$ cat config.mk
export PLATFORM = sky130hd
export DESIGN_NAME = seg7_scan_driver
export DESIGN_NICKNAME = d
export VERILOG_FILES = /design/src/rtl/seg7_pkg.sv /design/src/rtl/seg7_scan_driver_hex_decode.sv /design/src/rtl/seg7_scan_driver.sv
export SDC_FILE = /design/constraint.sdc
export NUM_CORES = 1
export LEC_CHECK = 0
export ABC_AREA = 1
export BUFFER_PORTS_ARGS = -buffer_cell sky130_fd_sc_hd__buf_2
export CAP_MARGIN = 30
export CORE_ASPECT_RATIO = 0.8
export CORE_MARGIN = 8
export CORE_UTILIZATION = 59
export DETAILED_ROUTE_END_ITERATION = 7
export MAX_ROUTING_LAYER = met4
export PLACE_DENSITY = 0.86
export SLEW_MARGIN = 20
export SYNTH_ARGS = -nofsm -noshare
export SYNTH_HDL_FRONTEND = slang
export SYNTH_HIERARCHICAL = 1
export SYNTH_SLANG_ARGS = --single-unit
$ cat constraint.sdc
create_clock -name clk -period 3.4 [get_ports clk]
set_clock_uncertainty 0.2 [all_clocks]
set_input_delay 0.34 -clock clk [delete_from_list [all_inputs] [get_ports clk]]
set_output_delay 0.34 -clock clk [all_outputs]
set_load 0.005 [all_outputs]
$ cat src/rtl/seg7_pkg.sv
// ----------------------------------------------------------------------------
// seg7_pkg
// Shared constants for the seven-segment scan driver.
//   HEX_GLYPH : 16-entry hex-to-segment table, active-high, bit order
//               {A,B,C,D,E,F,G,P} in bits 7..0, P always 0 in the table.
//   SEG_OFF   : catode value with every segment dark (active-low pins).
//   SEG_A..P  : bit positions of each segment inside a catode byte.
// ----------------------------------------------------------------------------
package seg7_pkg;

    localparam int SEG_A = 7;
    localparam int SEG_B = 6;
    localparam int SEG_C = 5;
    localparam int SEG_D = 4;
    localparam int SEG_E = 3;
    localparam int SEG_F = 2;
    localparam int SEG_G = 1;
    localparam int SEG_P = 0;

    localparam logic [7:0] SEG_OFF = 8'hFF;

    // Entry n is HEX_GLYPH[n]; listed from F down to 0 because the
    // concatenation fills the most significant element first.
    localparam logic [15:0][7:0] HEX_GLYPH = {
        8'h8E,  // F : A E F G
        8'h9E,  // E : A D E F G
        8'h7A,  // d : B C D E G
        8'h9C,  // C : A D E F
        8'h3E,  // b : C D E F G
        8'hEE,  // A : A B C E F G
        8'hF6,  // 9 : A B C D F G
        8'hFE,  // 8 : all
        8'hE0,  // 7 : A B C
        8'hBE,  // 6 : A C D E F G
        8'hB6,  // 5 : A C D F G
        8'h66,  // 4 : B C F G
        8'hF2,  // 3 : A B C D G
        8'hDA,  // 2 : A B D E G
        8'h60,  // 1 : B C
        8'hFC   // 0 : A B C D E F
    };

endpackage

$ cat src/rtl/seg7_scan_driver_hex_decode.sv
// ----------------------------------------------------------------------------
// seg7_hex_decode
// Combinational nibble + decimal point to active-low catode byte.
//   nibble : hex digit 0..F
//   dp     : 1 lights the decimal point
//   catode : {A,B,C,D,E,F,G,P}, 0 means segment lit
// ----------------------------------------------------------------------------
module seg7_hex_decode
    import seg7_pkg::*;
(
    input  logic [3:0] nibble,
    input  logic       dp,
    output logic [7:0] catode
);

    logic [7:0] pattern;

    always_comb begin
        pattern        = HEX_GLYPH[nibble];
        pattern[SEG_P] = dp;
        catode         = ~pattern;
    end

endmodule

$ cat src/rtl/seg7_scan_driver.sv
// ----------------------------------------------------------------------------
// seg7_scan_driver
// Time-multiplexed driver for an N-digit common-anode seven-segment display.
// Each digit owns a slot of REFRESH_DIV cycles; the first GUARD_CYCLES of a
// slot keep every anode off so the previous digit's segments cannot ghost.
//
// Ports:
//   clk, rst_n  : system clock, asynchronous active-low reset
//   value       : 4*NUM_DIGITS hex nibbles, nibble i drives digit i (0 = right)
//   dp          : per-digit decimal point, 1 = lit
//   digit_en    : per-digit enable, 0 = blanked
//   load        : strobe capturing value/dp/digit_en
//   catode      : {A..G,P} active-low segments (registered)
//   anode       : one-hot digit select, polarity from ANODE_ACTIVE_LOW (registered)
//   frame_done  : one-cycle pulse in the cycle after each frame boundary
//
// Optional feature: define SEG7_LEADING_ZERO_BLANK_EN to blank leading zero
// digits (digit 0 always stays visible); digit_en still applies on top.
//
// Handshake: load is a fire-and-forget strobe with no ready. Every cycle it
// is high captures the inputs into staging (last one wins); staging moves to
// the displayed shadow only at a frame boundary, so a frame is never torn.
// A load in the boundary cycle itself bypasses staging and is shown next.
// ----------------------------------------------------------------------------
module seg7_scan_driver
    import seg7_pkg::*;
#(
    parameter int NUM_DIGITS       = 8,
    parameter int REFRESH_DIV      = 100000,
    parameter int GUARD_CYCLES     = 4,
    parameter int ANODE_ACTIVE_LOW = 1
) (
    input  logic                    clk,
    input  logic                    rst_n,
    input  logic [4*NUM_DIGITS-1:0] value,
    input  logic [NUM_DIGITS-1:0]   dp,
    input  logic [NUM_DIGITS-1:0]   digit_en,
    input  logic                    load,
    output logic [7:0]              catode,
    output logic [NUM_DIGITS-1:0]   anode,
    output logic                    frame_done
);

    localparam int CW = (REFRESH_DIV > 1) ? $clog2(REFRESH_DIV) : 1;
    localparam int IW = (NUM_DIGITS > 1)  ? $clog2(NUM_DIGITS)  : 1;

    localparam logic [CW-1:0] CNT_LAST  = CW'(REFRESH_DIV - 1);
    localparam logic [CW-1:0] CNT_GUARD = CW'(GUARD_CYCLES);
    localparam logic [IW-1:0] IDX_LAST  = IW'(NUM_DIGITS - 1);
    // Inactive anode level for every bit.
    localparam logic [NUM_DIGITS-1:0] ANODE_OFF = {NUM_DIGITS{ANODE_ACTIVE_LOW != 0}};

    logic [CW-1:0]           cnt;
    logic [IW-1:0]           idx;
    logic [4*NUM_DIGITS-1:0] stage_value, shadow_value;
    logic [NUM_DIGITS-1:0]   stage_dp, shadow_dp;
    logic [NUM_DIGITS-1:0]   stage_en, shadow_en;
    logic                    pending;

    logic slot_end, boundary;
    assign slot_end = (cnt == CNT_LAST);
    assign boundary = slot_end && (idx == IDX_LAST);

    // Slot counter and digit index.
    always_ff @(posedge clk or negedge rst_n) begin
        if (!rst_n) begin
            cnt <= '0;
            idx <= '0;
        end else if (slot_end) begin
            cnt <= '0;
            idx <= (idx == IDX_LAST) ? '0 : idx + IW'(1);
        end else begin
            cnt <= cnt + CW'(1);
        end
    end

    // Staging, pending flag and display shadow.
    always_ff @(posedge clk or negedge rst_n) begin
        if (!rst_n) begin
            stage_value  <= '0;
            stage_dp     <= '0;
            stage_en     <= '0;
            pending      <= 1'b0;
            shadow_value <= '0;
            shadow_dp    <= '0;
            shadow_en    <= '0;
        end else begin
            if (load) begin
                stage_value <= value;
                stage_dp    <= dp;
                stage_en    <= digit_en;
            end
            if (boundary) begin
                pending <= 1'b0;
                if (load) begin
                    shadow_value <= value;
                    shadow_dp    <= dp;
                    shadow_en    <= digit_en;
                end else if (pending) begin
                    shadow_value <= stage_value;
                    shadow_dp    <= stage_dp;
                    shadow_en    <= stage_en;
                end
            end else if (load) begin
                pending <= 1'b1;
            end
        end
    end

    // Current digit, taken from the shadow only.
    logic [3:0] cur_nibble;
    logic       cur_dp;
    logic       cur_en;
    logic       visible;
    logic [7:0] dec_catode;

    assign cur_nibble = shadow_value[4*idx +: 4];
    assign cur_dp     = shadow_dp[idx];
    assign cur_en     = shadow_en[idx];

`ifdef SEG7_LEADING_ZERO_BLANK_EN
    logic [NUM_DIGITS-1:0] lz_blank;

    // lz_blank[i] is set when nibble i and every nibble above it are zero.
    always_comb begin : lz_scan
        logic zeros_above;
        zeros_above = 1'b1;
        lz_blank    = '0;
        for (int i = NUM_DIGITS - 1; i > 0; i--) begin
            zeros_above = zeros_above && (shadow_value[4*i +: 4] == 4'h0);
            lz_blank[i] = zeros_above;
        end
    end

    assign visible = cur_en && !lz_blank[idx];
`else
    assign visible = cur_en;
`endif

    seg7_hex_decode u_decode (
        .nibble (cur_nibble),
        .dp     (cur_dp),
        .catode (dec_catode)
    );

    logic [NUM_DIGITS-1:0] anode_act;
    logic [NUM_DIGITS-1:0] anode_next;
    logic [7:0]            catode_next;

    always_comb begin
        anode_act = '0;
        if (visible && (cnt >= CNT_GUARD)) begin
            anode_act = NUM_DIGITS'(1) << idx;
        end
        anode_next  = anode_act ^ ANODE_OFF;
        catode_next = visible ? dec_catode : SEG_OFF;
    end

    // Registered outputs: one cycle behind cnt/idx/shadow.
    always_ff @(posedge clk or negedge rst_n) begin
        if (!rst_n) begin
            catode     <= SEG_OFF;
            anode      <= ANODE_OFF;
            frame_done <= 1'b0;
        end else begin
            catode     <= catode_next;
            anode      <= anode_next;
            frame_done <= boundary;
        end
    end

endmodule
==> impl_metrics.yaml, run 1 <==
detailed_routing:
  drt_iter0_markers: 561
  viasPerCell: 5.40
  vias: 5694
  wirelength_mm: 16.0
  wl_per_cell_um: 15.2
  drc_errors: 0
  drtPass1Iterations: 7
  postRouteAntennaNets: 0
timing:
  fmax_mhz: 384
  max_slew_margin: 0.573
  period_share: 0.767
  setup_viol: 0
  timing.final.ws_setup_ns: 0.793
  hold_viol: 0
  tightest_slew_ns: 0.639
  rsz0062_at_grt: "no"
  layout_min_cycle_time_ns: 2.61
  slew_violations: 0
  setup_tns_ns: 0
worst_setup_path:
  crit_chain: "inv_1, o21ai_0, o22ai_1, nand2_1, nand2_1, inv_1, ha_1, inv_1, nand2_1, nand2_1, nand2_1, nand2_1, inv_1, nand2_1"
  critPathCaptureType: "register"
  critPathTopFamily: "buffers and inverters"
  cpMostUsedCell: "nand2_1"
  timing.rr.start: "idx[1]"
  crit_buf_inv: 4
  max_stage_delay_ns: 0.58
  crit_start: "idx[1]"
  worst_ep_arrival_time_ns: 2.77
  cp.required_ns: 3.56
  critPathKind: "register to register"
  critPathLaunchType: "register"
  cp_max_fo: 17
  slowest_stage: "dfrtp_1"
floorplanning:
  die_w_um: 133
  die_area_um2: 14500
  core_area_um2: 10700
  initial_core_util: 0.599
  ios: 68
  die_h_um: 109
  row_count: 34
power_and_ir_drop:
  p_switching_uw: 848
  peakVddDrop_v: 0.000403
  p_clk_frac: 0.522
  intPower_uw: 3040
  seqPwrFrac: 0.427
  comb_power_share: 0.051
  leakagePower_uw: 0.00413
  power.density_nw_per_um2: 492
  switching_share: 0.218
clocking:
  clk_pin_slew_ns: 0.06
  clock_latency_ns: 0.42
  cts_buffer_depth: 2
  cts-root-buf: "clkbuf_16"
  cts_setup_buffers: 0
  cts_tree: "done"
  numCtsBuffers: 17
  cts_sinks: 134
  h-tree-depth: 4
yosys:
  syn_avg_cell_area_um2: 8.06
  synth_edf_count: 0
  syn-instance-count: 796
  ys_warn_count: 6
  ys_types: 30
  synth-main-ff-cell: "dfrtp_1"
  postSynth.asyncResetShare: 1.00
  syn-cell-area_um2: 6420
  ys_ff_latch: 134
  synth.yosys.seq_area_share: 0.526
  synth_nets: 861
placement:
  place_area_um2: 6780
  io_buffers: 67
  dp_hpwl_mm: 9.80
  place_ws_ns: 0.899
  gp_congestion: 0.924
global_route:
  grt_overflow_total: 0
  grt_pass1_vias: 5534
  antenna_found_initial: 0
  grtUsageTotal: 0.236
  grt_max_degree: 96
  grt_pass1_wl_mm: 26.7
status:
  status: "finished clean"
layout:
  finish.utilization: 0.738
  fill_cells: 756
  multi_input_area_um2: 2570
  fin_nets: 962
  diodes: 0
  syn_to_final_growth_pct: 23.3
  seqCellArea_um2: 3370
  final_cell_area_um2: 7910
  drive_gt1_frac: 0.155
job:
  maxCapViolCount: 0
hold_path:
  min-delay-start: "value[1]"
  hp-class: "input port to register"
## kinds of logic (layout without fill, tap and decap cells)
| group | Yosys count | after routing | share of synthesized area |
|---|---|---|---|
| AOI/OAI and AO/OA | 46 | 46 | 0.0386 |
| xor gates and xnor gates | 6 | 6 | 0.00819 |
| adders and majority gates | 14 | 14 | 0.0273 |
| buffers and inverters | 100 | 214 | 0.0737 |
| DFF | 134 | 134 | 0.526 |
| and+or+nand+nor | 496 | 496 | 0.327 |
## worst reg2reg max path: stages, from the launching register on
cell,delay (ns)
dfrtp_1,0.58
inv_1,0.37
o21ai_0,0.15
o22ai_1,0.17
nand2_1,0.08
nand2_1,0.18
inv_1,0.13
ha_1,0.31
inv_1,0.07
nand2_1,0.04
nand2_1,0.08
nand2_1,0.05
nand2_1,0.06
inv_1,0.04
nand2_1,0.05
## Yosys cell counts, types with 3 or more instances
cell,instances,share of area
nand2_1,336,0.20
dfrtp_1,118,0.46
nor2_1,67,0.039
nand4_1,58,0.057
inv_1,50,0.029
o21ai_0,27,0.021
nand3_1,19,0.015
buf_2,17,0.013
dfstp_2,16,0.066
clkbuf_1,15,0.0088
ha_1,14,0.027
o22ai_1,10,0.0097
buf_6,9,0.016
inv_2,6,0.0035
xor2_1,6,0.0082
nand2_2,5,0.0049
o21ai_1,4,0.0031
a21oi_1,3,0.0023
and2_1,3,0.0029
## state kept, by name (all words and copies together) (netlist names)
signal and flops:
shadow_dp 8, catode 8, stage_value 32, frame_done 1
idx 3, stage_dp 8, pending 1, stage_en 8
anode 8, shadow_value 32, cnt 17, shadow_en 8
## power by group through the flow
stage	Sequential (uW)	Clock [uW]	Combinational, uW
6_report	1660	2030	199
5_1_grt	1660	2110	225
4_1_cts	1660	2040	197
3_5_place_dp	1690	0	153
3_3_place_gp	1690	0	149
2_1_floorplan	1680	0	68.7
## per-layer routing
| metal | vias to the layer above | share of wire | track usage |
|---|---|---|---|
| met5 | - | 0 | - |
| met1 | 2657 | 0.43 | 0.307 |
| li1 | 2726 | - | - |
| met3 | 37 | 0.079 | 0.0603 |
| met2 | 274 | 0.47 | 0.356 |
| met4 | 0 | 0.021 | 0.0784 |
## metrics by stage
stage	hold slack [ns]	power, uW	cells
final	0.0130	3890	1054
after CTS	0.00462	3900	1054
after floorplan	-0.156	1750	796
after global placement	0.143	1830	974
after global routing	0.0288	4000	1054
after detailed placement	0.146	1840	974
## cells in the final DEF (no fill, tap or decap), drive strengths merged
cell         synthesis  final
buf                 27     76
inv                 57     60
and2                 3      3
or2                  1      1
nor2                70     70
clkinv               1      6
o22ai               10     10
bufinv               0      5
o21ai               31     31
nand2              341    341
o21bai               1      1
dfstp               16     16
xor2                 6      6
nand4               59     59
clkbuf              15     18
o211ai               1      1
dlygate4sd3          0     48
a21oi                3      3
dfrtp              118    118
ha                  14     14
nand3b               1      1
nand3               21     21
clkinvlp             0      1
## repair_timing
action,4_1_cts,5_1_grt
hold buffers,48,0
resized for setup,0,0
hold endpoints to repair,83,0
endpoints found under the setup margin,0,0
## cell type report
class                   count  area share
repair buffers            124       0.115
flip-flops and latches    134       0.426
clock inverters            14      0.0283
inverters                  58      0.0282
multi-input cells         562       0.325
clock buffers              18      0.0542
well taps                 144      0.0228
## final timing paths
check | to | slack [ns] | cells past startpoint
min in group asynchronous | stage_en[5] | 0.24 | 2
max in group asynchronous | catode[0] | 1.87 | 3
worst max register to register | catode[4] | 0.79 | 14
worst min-delay path | stage_value[1] | 0.01 | 3
worst min register to register | stage_value[31] | 0.27 | 2
worst max-delay path | catode[4] | 0.79 | 14
No activity file was read; power rests on OpenSTA's default activity.
==> inputs of run 2 (changes only) <==
- ABC_AREA: 1 -> 0
- CORE_UTILIZATION: 59 -> 58
- PLACE_DENSITY: 0.86 -> 0.85
- clock period: 3.4 -> 2.41 ns (I/O delays scaled with it)
==> impl_metrics.yaml, run 2 <==
status:
  status: "complete, but fails checks"
  violations: "negative setup slack"
layout:
  diodes: 0
  mostFrequentLayoutCells: "117 x dfrtp_1, 76 x mux2_2, 66 x buf_2"
  drive_gt1_frac: 0.500
  finish.utilization: 0.772
  syn_to_final_growth_pct: 32.1
  fin_nets: 624
  multi_input_area_um2: 2450
  seqCellArea_um2: 3370
  largestRegisters: "shadow_value x32, stage_value x32, cnt x17"
  fill_cells: 561
  final_common_cell: "dfrtp_1"
timing:
  period_share: 1.04
  setup_viol: 46
  hold_viol: 0
  layout_min_cycle_time_ns: 2.50
  timing.final.ws_setup_ns: -0.0948
  fmax_mhz: 399
  rsz0062_at_grt: "yes"
  slew_violations: 0
  max_slew_margin: 0.583
  tightest_slew_ns: 0.625
  setup_tns_ns: -1.06
worst_setup_path:
  reg2reg_setup_slack_ns: -0.09
  critPathLaunchType: "register"
  max_stage_delay_ns: 0.52
  slowest_stage: "mux4_2"
  cp-endpoint: "catode[4]"
  cp_max_fo: 6
  timing.rr.start: "idx[0]"
  cpMostUsedCell: "mux4_2"
  critPathCaptureType: "register"
  critPathKind: "register to register"
  cp.required_ns: 2.56
  worst_ep_arrival_time_ns: 2.65
  crit_start: "idx[0]"
  crit_chain: "buf_12, mux4_2, nand2_2, nand2_4, inv_4, ha_4, inv_2, mux4_2, or2_4"
  rr_endpoint: "catode[4]"
  r2r_cells: 9
yosys:
  ys_warn_count: 6
  synth_commonest_cells: "118 x dfrtp_1, 77 x mux2_2, 30 x nand2_1, 20 x mux2_4"
  syn_avg_cell_area_um2: 14.4
  postSynth.asyncResetShare: 1.00
  synth-main-ff-cell: "dfrtp_1"
  yosysTopAreaCell: "dfrtp_1"
  synth.yosys.seq_area_share: 0.573
  synth_area_leaders: "dfrtp_1 50%, mux2_2 15%, dfstp_2 7.1%"
  ys_ff_latch: 134
  synth_nets: 474
  syn-instance-count: 409
  yosys.cell_count.top_type: "dfrtp_1"
  ys_types: 44
  synth_edf_count: 0
  syn-cell-area_um2: 5890
  yosys.area.top_type_share: 0.501
clocking:
  h-tree-depth: 4
  cts_sinks: 134
  clock_latency_ns: 0.42
  cts_buffer_depth: 2
  cts_tree: "done"
  cts-root-buf: "clkbuf_16"
  clk_pin_slew_ns: 0.06
  numCtsBuffers: 17
detailed_routing:
  postRouteAntennaNets: 0
  wl_per_cell_um: 18.3
  drt_iter0_markers: 326
  drc_errors: 0
  drtPass1Iterations: 4
  wirelength_mm: 13.0
  vias: 3836
  viasPerCell: 5.39
power_and_ir_drop:
  comb_power_share: 0.079
  power.density_nw_per_um2: 674
  p_clk_frac: 0.461
  leakagePower_uw: 0.00362
  seqPwrFrac: 0.460
  peakVddDrop_v: 0.000626
  p_switching_uw: 1220
  switching_share: 0.232
  intPower_uw: 4030
  fin_total_pwr_uw: 5240
placement:
  gp_congestion: 0.875
  dp_hpwl_mm: 8.11
  io_buffers: 67
  place_ws_ns: -0.0806
hold_path:
  hp-class: "input port to async pin"
global_route:
  grtUsageMet3: 0.0570
  grt_pass1_vias: 4181
  antenna_found_initial: 0
  grt_pass1_wl_mm: 21.3
  top_usage_layer: "met2"
  globalRouteMet2Util: 0.313
  grt_overflow_total: 0
  grt_max_degree: 49
  grtUsageTotal: 0.206
  grtUsageMet1: 0.252
floorplanning:
  die_h_um: 106
  die_area_um2: 13700
  die_w_um: 129
  core_area_um2: 10100
  ios: 68
  initial_core_util: 0.585
  row_count: 33
job:
  maxCapViolCount: 0
-- run 2: cell types whose count changed after synthesis, sizes merged, moves of 8 or more --
cell   previous run  this run
buf              27        11
inv              57         9
mux2              0        97
mux4              0        13
nand2           341        30
nand3            21         8
nand4            59         5
nor2             70        17
o21ai            31         4
o22ai            10         0
xnor2             0         8
-- run 2: area by class of cell --
type / count / share of cell area
Sequential cell: 134 / 0.434
Multi-Input combinational cell: 246 / 0.315
Timing Repair Buffer: 150 / 0.151
Clock buffer: 18 / 0.0551
Tap cell: 140 / 0.0225
Clock inverter: 14 / 0.0167
Inverter: 10 / 0.00579
-- run 2: repair_timing --
| action | 4_1_cts | 5_1_grt |
|---|---|---|
| endpoints found under the setup margin | 6 | 27 |
| gates resized for setup | 10 | 10 |
| cloned | 0 | 3 |
| hold buffers | 50 | 0 |
| buffers inserted | 3 | 4 |
| endpoints found under the hold margin | 98 | 0 |
| pin swaps | 2 | 5 |
-- run 2: per-stage QoR --
stage / cell area, um^2 / instances / hold WS, ns
finish: 7780 / 712 / 0.177
global route: 7780 / 712 / 0.217
CTS: 7640 / 705 / 0.188
detailed placement: 6530 / 620 / 0.105
global placement: 6530 / 620 / 0.0926
floorplan: 5940 / 409 / -0.255
-- run 2: kinds of logic after synthesis --
family	count (synthesis)	synth area share
buf+inv	29	0.0242
compound gates	12	0.0136
fa+ha+maj	14	0.0297
mux	113	0.254
flops	134	0.573
xor+xnor	13	0.0193
simple gates	94	0.0867
-- run 2: how the worst min path moves through the flow --
stage / startpoint / end / slack (ns) / depth (start not counted)
2_1_floorplan: rst_n / cnt[0] / -0.25 / 0
3_3_place_gp: rst_n / stage_value[13] / 0.09 / 1
3_5_place_dp: rst_n / stage_value[13] / 0.10 / 1
4_1_cts: rst_n / stage_value[13] / 0.19 / 2
5_1_grt: rst_n / stage_value[13] / 0.22 / 2
6_report: rst_n / stage_value[13] / 0.18 / 2
-- run 2: layer usage --
| metal | part of all wire | vias to the layer above |
|---|---|---|
| met5 | 0 | - |
| met4 | 0.020 | 0 |
| met3 | 0.050 | 26 |
| met2 | 0.49 | 120 |
| met1 | 0.44 | 1946 |
| li1 | - | 1744 |
-- run 2: worst max-delay path: cells and delay by family, from the launching register on --
| kind | cells | cell delay [ns] |
|---|---|---|
| buffers and inverters | 3 | 0.26 |
| flip-flops | 1 | 0.40 |
| AND/OR/NAND/NOR | 3 | 0.47 |
| adder cells (fa/ha/maj) | 1 | 0.14 |
| multiplexers | 2 | 0.96 |
-- run 2: power groups by stage --
stage               registers, uW  logic, uW  clock network, uW
CTS                          2410        403               2440
finish                       2410        413               2420
global placement             2440        319                  0
global route                 2420        453               2550
detailed placement           2450        332                  0
floorplan                    2430        194                  0
